`src/rtl/poly_note_generator_pkg.sv`:
```
// Shared sample type, saturation helper and per-channel status struct for the
// poly_note_generator slice.
package note_gen_pkg;

   localparam int unsigned SAMPLE_W = 16;

   typedef logic signed [SAMPLE_W-1:0] sample_t;

   localparam sample_t SAMPLE_MAX = 16'sh7FFF;
   localparam sample_t SAMPLE_MIN = 16'sh8000;

   typedef struct packed {
      logic    active;
      sample_t sample;
   } ch_state_t;

   function automatic sample_t sat16(input logic signed [31:0] sum);
      if (sum > 32'(SAMPLE_MAX)) begin
         return SAMPLE_MAX;
      end else if (sum < 32'(SAMPLE_MIN)) begin
         return SAMPLE_MIN;
      end else begin
         return sample_t'(sum);
      end
   endfunction

endpackage

```
`src/rtl/poly_note_generator_channel.sv`:
```
// One square-wave note channel: divisor, half-period counter, phase and signed
// sample. With POLY_NOTE_GEN_ENVELOPE_EN an envelope level replaces the master volume.
module note_channel
   import note_gen_pkg::*;
#(
   parameter int unsigned    DIV_W    = 20,
   parameter int unsigned    VOL_W    = 3,
   parameter logic [15:0]    AMP_STEP = 16'h0800
) (
   input  logic             clk,
   input  logic             rst_n,
   input  logic [DIV_W-1:0] div_i,
   input  logic             load_i,
   input  logic [VOL_W-1:0] level_i,
`ifdef POLY_NOTE_GEN_ENVELOPE_EN
   input  logic             tick_i,
`endif
   output ch_state_t        state_o
);

   logic [DIV_W-1:0] div_q, div_d;
   logic [DIV_W-1:0] cnt_q, cnt_d;
   logic             phase_q, phase_d;
   logic [VOL_W-1:0] level;
   logic [SAMPLE_W-1:0] amp;
   logic             active;

`ifdef POLY_NOTE_GEN_ENVELOPE_EN
   logic [VOL_W-1:0] env_q, env_d;
   logic [VOL_W-1:0] target;
   logic             rel_q, rel_d;
`endif

   always_comb begin
      div_d   = div_q;
      cnt_d   = cnt_q;
      phase_d = phase_q;
      if (div_q == '0) begin
         cnt_d   = '0;
         phase_d = 1'b0;
      end else if (cnt_q == div_q) begin
         cnt_d   = '0;
         phase_d = ~phase_q;
      end else begin
         cnt_d = cnt_q + 1'b1;
      end
`ifdef POLY_NOTE_GEN_ENVELOPE_EN
      // A zero-divisor load only marks release; the old note keeps sounding until env decays.
      env_d  = env_q;
      rel_d  = rel_q;
      target = ((div_q != '0) && !rel_q) ? level_i : '0;
      if (tick_i) begin
         if (env_q < target) begin
            env_d = env_q + 1'b1;
         end else if (env_q > target) begin
            env_d = env_q - 1'b1;
         end
      end
      if (rel_q && (env_q == '0)) begin
         div_d   = '0;
         cnt_d   = '0;
         phase_d = 1'b0;
         rel_d   = 1'b0;
      end
      if (load_i) begin
         if (div_i == '0) begin
            rel_d = 1'b1;
         end else begin
            div_d   = div_i;
            cnt_d   = '0;
            phase_d = 1'b0;
            rel_d   = 1'b0;
         end
      end
      level = env_q;
`else
      if (load_i) begin
         div_d   = div_i;
         cnt_d   = '0;
         phase_d = 1'b0;
      end
      level = level_i;
`endif
   end

   always_ff @(posedge clk or negedge rst_n) begin
      if (!rst_n) begin
         div_q   <= '0;
         cnt_q   <= '0;
         phase_q <= 1'b0;
`ifdef POLY_NOTE_GEN_ENVELOPE_EN
         env_q   <= '0;
         rel_q   <= 1'b0;
`endif
      end else begin
         div_q   <= div_d;
         cnt_q   <= cnt_d;
         phase_q <= phase_d;
`ifdef POLY_NOTE_GEN_ENVELOPE_EN
         env_q   <= env_d;
         rel_q   <= rel_d;
`endif
      end
   end

   always_comb begin
      amp    = SAMPLE_W'(level) * AMP_STEP;
      active = (level != '0) && (div_q != '0);
      state_o.active = active;
      if (!active) begin
         state_o.sample = '0;
      end else if (phase_q) begin
         state_o.sample = sample_t'(amp);
      end else begin
         state_o.sample = sample_t'(-amp);
      end
   end

endmodule

```
`src/rtl/poly_note_generator.sv`:
```
// CH-channel square-wave note generator with master volume, stereo routing and
// saturated mixer. Optional macro: POLY_NOTE_GEN_ENVELOPE_EN (per-channel envelopes).
module poly_note_generator
   import note_gen_pkg::*;
#(
   parameter int unsigned CH        = 4,
   parameter int unsigned DIV_W     = 20,
   parameter int unsigned VOL_W     = 3,
   parameter int unsigned VOL_RESET = 3,
   parameter logic [15:0] AMP_STEP  = 16'h0800,
   parameter int unsigned ENV_TICK  = 1024
) (
   input  logic                clk,
   input  logic                rst_n,
   input  logic [CH*DIV_W-1:0] note_div,
   input  logic [CH-1:0]       note_load,
   input  logic [CH-1:0]       pan_l,
   input  logic [CH-1:0]       pan_r,
   input  logic                vol_up,
   input  logic                vol_down,
   output logic [VOL_W-1:0]    volume,
   output logic [CH-1:0]       ch_active,
   output logic signed [15:0]  audio_left,
   output logic signed [15:0]  audio_right
);

   localparam int unsigned      MIX_W   = SAMPLE_W + $clog2(CH);
   localparam logic [VOL_W-1:0] VOL_MAX = '1;

   logic [VOL_W-1:0] vol_q, vol_d;
   ch_state_t        ch_st [CH];
   logic signed [MIX_W-1:0] sum_l, sum_r;
   sample_t          left_q, left_d, right_q, right_d;
   logic [CH-1:0]    act_q, act_d;

   always_comb begin
      vol_d = vol_q;
      if (vol_up && !vol_down && (vol_q != VOL_MAX)) begin
         vol_d = vol_q + 1'b1;
      end else if (vol_down && !vol_up && (vol_q != '0)) begin
         vol_d = vol_q - 1'b1;
      end
   end

`ifdef POLY_NOTE_GEN_ENVELOPE_EN
   localparam int unsigned TICK_W = (ENV_TICK > 1) ? $clog2(ENV_TICK) : 1;
   logic [TICK_W-1:0] tick_q;
   logic              env_tick;

   assign env_tick = (tick_q == TICK_W'(ENV_TICK - 1));

   always_ff @(posedge clk or negedge rst_n) begin
      if (!rst_n) begin
         tick_q <= '0;
      end else begin
         tick_q <= env_tick ? '0 : tick_q + 1'b1;
      end
   end
`endif

   for (genvar g = 0; g < CH; g++) begin : g_ch
      note_channel #(
         .DIV_W    (DIV_W),
         .VOL_W    (VOL_W),
         .AMP_STEP (AMP_STEP)
      ) u_ch (
         .clk     (clk),
         .rst_n   (rst_n),
         .div_i   (note_div[g*DIV_W +: DIV_W]),
         .load_i  (note_load[g]),
         .level_i (vol_q),
`ifdef POLY_NOTE_GEN_ENVELOPE_EN
         .tick_i  (env_tick),
`endif
         .state_o (ch_st[g])
      );
   end

   always_comb begin
      sum_l = '0;
      sum_r = '0;
      act_d = '0;
      for (int unsigned i = 0; i < CH; i++) begin
         if (pan_l[i]) sum_l = sum_l + MIX_W'($signed(ch_st[i].sample));
         if (pan_r[i]) sum_r = sum_r + MIX_W'($signed(ch_st[i].sample));
         act_d[i] = ch_st[i].active;
      end
      left_d  = sat16(32'(sum_l));
      right_d = sat16(32'(sum_r));
   end

   always_ff @(posedge clk or negedge rst_n) begin
      if (!rst_n) begin
         vol_q   <= VOL_W'(VOL_RESET);
         left_q  <= '0;
         right_q <= '0;
         act_q   <= '0;
      end else begin
         vol_q   <= vol_d;
         left_q  <= left_d;
         right_q <= right_d;
         act_q   <= act_d;
      end
   end

   assign volume      = vol_q;
   assign ch_active   = act_q;
   assign audio_left  = left_q;
   assign audio_right = right_q;

endmodule

```
`config.mk`:
```
export PLATFORM = sky130hd
export DESIGN_NAME = poly_note_generator
export DESIGN_NICKNAME = d
export VERILOG_FILES = /design/src/rtl/poly_note_generator_pkg.sv /design/src/rtl/poly_note_generator_channel.sv /design/src/rtl/poly_note_generator.sv
export SDC_FILE = /design/constraint.sdc
export NUM_CORES = 1
export LEC_CHECK = 0
export CAP_MARGIN = 20
export CORE_MARGIN = 2
export CORE_UTILIZATION = 45
export CTS_CLUSTER_SIZE = 40
export DETAILED_ROUTE_END_ITERATION = 6
export PLACE_DENSITY_LB_ADDON = 0.12
export SLEW_MARGIN = 5
export SYNTH_ARGS = -nofsm -noshare
export SYNTH_HDL_FRONTEND = slang
export SYNTH_HIERARCHICAL = 1
export SYNTH_SLANG_ARGS = --single-unit
```
`constraint.sdc`:
```
create_clock -name clk -period 8.4 [get_ports clk]
set_clock_uncertainty 0.1 [all_clocks]
set_input_delay 2.1 -clock clk [delete_from_list [all_inputs] [get_ports clk]]
set_output_delay 2.1 -clock clk [all_outputs]
set_load 0.1 [all_outputs]
```
==> flow_summary.toml <==
[placement]
dp_hpwl_mm = 31.9
dpl_cell_area_um2 = 17900
port_buffers = 134
gp_congestion = 0.896

[floorplanning]
rows = 69
die_h_um = 195
die_w_um = 195
core_area_um2 = 35700
die_area_um2 = 37900
start_util_pct = 45.9
ios = 135

[synth]
ys.flop_type = "dfrtp_1"
syn_area_per_cell_um2 = 8.97
synthArstFlopShare_pct = 100
ys_types = 92
seq_area_frac_synth_pct = 31.1
yosysWarnings = 6
synth_edf_count = 0
syn_inst = 1823
syn_area_um2 = 16400
ys_ff_latch = 203

[route]
routed_via_density = 5.52
wl_per_cell_um = 17.1
num_vias = 13326
wirelength_mm = 41.2
drt_iter0_markers = 879
dr.pass1.iters = 6
ant_nets = 0
route.detailed.drc = 0

[global_route]
grt_max_degree = 176
grtUsageTotal_pct = 21.6
grt_antenna_before_repair = 0
grt_pass1_wl_mm = 66.7
grt_remaining_overflow = 0
grt_pass1_vias = 12872

[pwr]
p_seq_share_pct = 18.3
p_sw_share_pct = 49.8
combPwrFrac_pct = 67.4
p_int_uw = 3570
p_sw_uw = 3540
pwr-share-clk_pct = 14.3
ir_worst_vdd_uv = 334
power_density_nw_per_um2 = 380
leakagePower_uw = 0.00829

[worst_hold_path]
hp-class = "reg -> reg"
hold_depth = 1

[critical_path]
r2r_cells = 26
critPathRequiredTime_ns = 8.69
setup.worst_path.end_class = "flop"
crit_type = "in -> reg"
cp_max_fo = 13
cp.arrival_ns = 7.86
crit_path_start_kind = "input port"

[layout]
regArea_um2 = 5080
multiInputGateArea_um2 = 10500
nets = 2143
n_antenna_cell = 0
drive_gt1_share_pct = 10.8
areaGrowthSynthToFinish_pct = 14.6
finalInstanceArea_um2 = 18700
n_fill_cell = 3329

[timing]
setup_tns_ns = 0
period_needed_ns = 7.57
max_freq_mhz = 132
worstMarginPinSlew_ns = 1.05
rsz0062_at_grt = "no"
hold_viol = 0
setup_viol = 0
relSlewSlack_pct = 29.7
period_share_pct = 90.1
slew_viol_final = 0

[clocking]
cts_setup_buffers = 0
insertion_delay_ns = 0.54
ctsResizeCount = 0
clkSinkCount = 203
cts-root-buf = "clkbuf_16"
clk_pin_slew_ns = 0.06
cts.htree.levels = 1
cts_tree = "built"
clockBufferDepth = 3
cts_hold_buf = 0
cts_buffers = 25

[outcome]
status = "complete, no violations"

[flow_run]
cap_violations = 0
[cell type report]
type                    instances  area share [%]
multi-input cells            1464            55.8
flip-flops and latches        203            27.1
repair buffers                152            7.96
clock buffers                  37            3.90
well taps                     461            3.08
inverters                      90            1.80
clock inverters                 8           0.300
[stage by stage]
stage / total power (µW) / utilization (%) / setup WS (ns) / hold slack [ns] / std cells
2_1_floorplan: 4980 / - / 1.01 / 0.415 / 1863
3_3_place_gp: 5890 / 50.3 / 0.395 / 0.437 / 2369
3_5_place_dp: 5950 / 50.3 / 0.280 / 0.441 / 2369
4_1_cts: 7010 / 52.5 / 0.840 / 0.453 / 2414
5_1_grt: 7660 / 52.6 / 0.282 / 0.477 / 2415
6_report: 7110 / 52.6 / 0.830 / 0.448 / 2415
[placed cells by master, fill, tap and decap left out, drive strengths merged, types with 6 or more instances in the layout]
cell | Yosys | routed
a31o | 6 | 6
o21bai | 8 | 8
o21ai | 96 | 96
nor4 | 39 | 39
or3 | 11 | 11
o211ai | 10 | 10
a211oi | 13 | 13
nor2 | 190 | 190
o21a | 19 | 19
and3 | 20 | 20
clkdlybuf4s50 | 0 | 133
a21o | 30 | 30
or4 | 8 | 8
a21boi | 9 | 9
conb | 4 | 44
dfrtp | 201 | 201
ha | 104 | 104
clkbuf | 36 | 38
and4 | 11 | 11
a311oi | 8 | 8
buf | 70 | 18
nand2 | 110 | 110
nand4 | 14 | 14
fa | 7 | 7
nor3 | 40 | 40
and2 | 19 | 19
xnor2 | 107 | 107
nand3 | 52 | 52
inv | 88 | 91
a41oi | 7 | 7
clkinv | 2 | 6
o31ai | 7 | 7
nor2b | 16 | 16
mux2i | 24 | 24
mux2 | 103 | 103
a31oi | 13 | 13
xor2 | 134 | 134
a21oi | 102 | 102
nand2b | 11 | 11
o31a | 7 | 7
[Yosys cell counts (20+ instances only)]
cell type	instances	area, µm²
nor4_1	34	213
buf_4	50	375
mux2i_1	24	240
nor3_1	36	180
dfrtp_1	201	5030
nor2_1	189	709
a21oi_1	100	500
o21ai_0	84	420
xnor2_1	107	937
xor2_1	134	1170
ha_1	104	1300
and3_1	20	125
inv_1	87	327
clkbuf_1	36	135
mux2_2	103	1160
a21o_1	29	218
nand2_1	109	409
nand3_1	47	235
[flip-flops by register name, indices dropped and copies added, names as in the netlist]
| signal | count |
|---|---|
| ch_active | 4 |
| audio_right | 16 |
| volume | 3 |
| g_ch.u_ch/div_q | 80 |
| g_ch.u_ch/cnt_q | 80 |
| g_ch.u_ch/phase_q | 4 |
| audio_left | 16 |
[per-layer routing]
layer	routed length (µm)	share of wire (%)	global-route usage (%)
met2	18500	45	34.3
met4	744	1.8	4.67
met3	1740	4.2	2.57
met5	0	0	0
met1	20200	49	31.4
[power groups by stage]
| stage | sequential, µW | combinational, µW | clock [µW] |
|---|---|---|---|
| 6_report | 1300 | 4800 | 1020 |
| 5_1_grt | 1320 | 5250 | 1090 |
| 4_1_cts | 1300 | 4660 | 1050 |
| 3_5_place_dp | 1310 | 4630 | 0 |
| 3_3_place_gp | 1320 | 4570 | 0 |
| 2_1_floorplan | 1940 | 3040 | 0 |
[cells by family after synthesis]
group                    Yosys count  share of synthesized area, %
flip-flops                       203                          31.1
AND/OR/NAND/NOR                  558                          17.1
XOR/XNOR                         243                          13.2
AO/OA/AOI/OAI                    377                          15.0
buffers and inverters            196                          5.84
multiplexers                     127                          8.56
other                              4                        0.0918
adder cells (fa/ha/maj)          115                          9.08
[worst max-delay path, cell delays in order]
cell and delay (ns):
clkdlybuf4s50_1 0.56, and2_1 0.27, ha_1 0.18, a221oi_1 0.44
o21ai_0 0.33, xnor2_1 0.20, mux2i_1 0.21, ha_1 0.30
a21oi_1 0.16, xor2_1 0.15, nand2_1 0.06, o31a_1 0.14
ha_1 0.35, and2_1 0.21, nand2_1 0.07, o211ai_1 0.08
a221o_1 0.40, a31oi_1 0.22, xor2_1 0.09, nor2_1 0.12
xnor3_2 0.35, nor4_4 0.66, o21ai_0 0.21
[worst paths after layout]
| path | startpoint | endpoint | slack [ns] |
|---|---|---|---|
| max | pan_r[0] | audio_right[5] | 0.83 |
| min | g_ch[0].u_ch/div_q[3] | g_ch[0].u_ch/div_q[3] | 0.45 |
| max reg2reg | g_ch[0].u_ch/div_q[0] | audio_right[5] | 1.48 |
| min reg2reg | g_ch[0].u_ch/div_q[3] | g_ch[0].u_ch/div_q[3] | 0.45 |
| max in group asynchronous | rst_n | g_ch[2].u_ch/div_q[18] | 5.61 |
| min in group asynchronous | rst_n | g_ch[1].u_ch/div_q[11] | 1.37 |
Note: power is estimated with default switching activity, not from simulation.
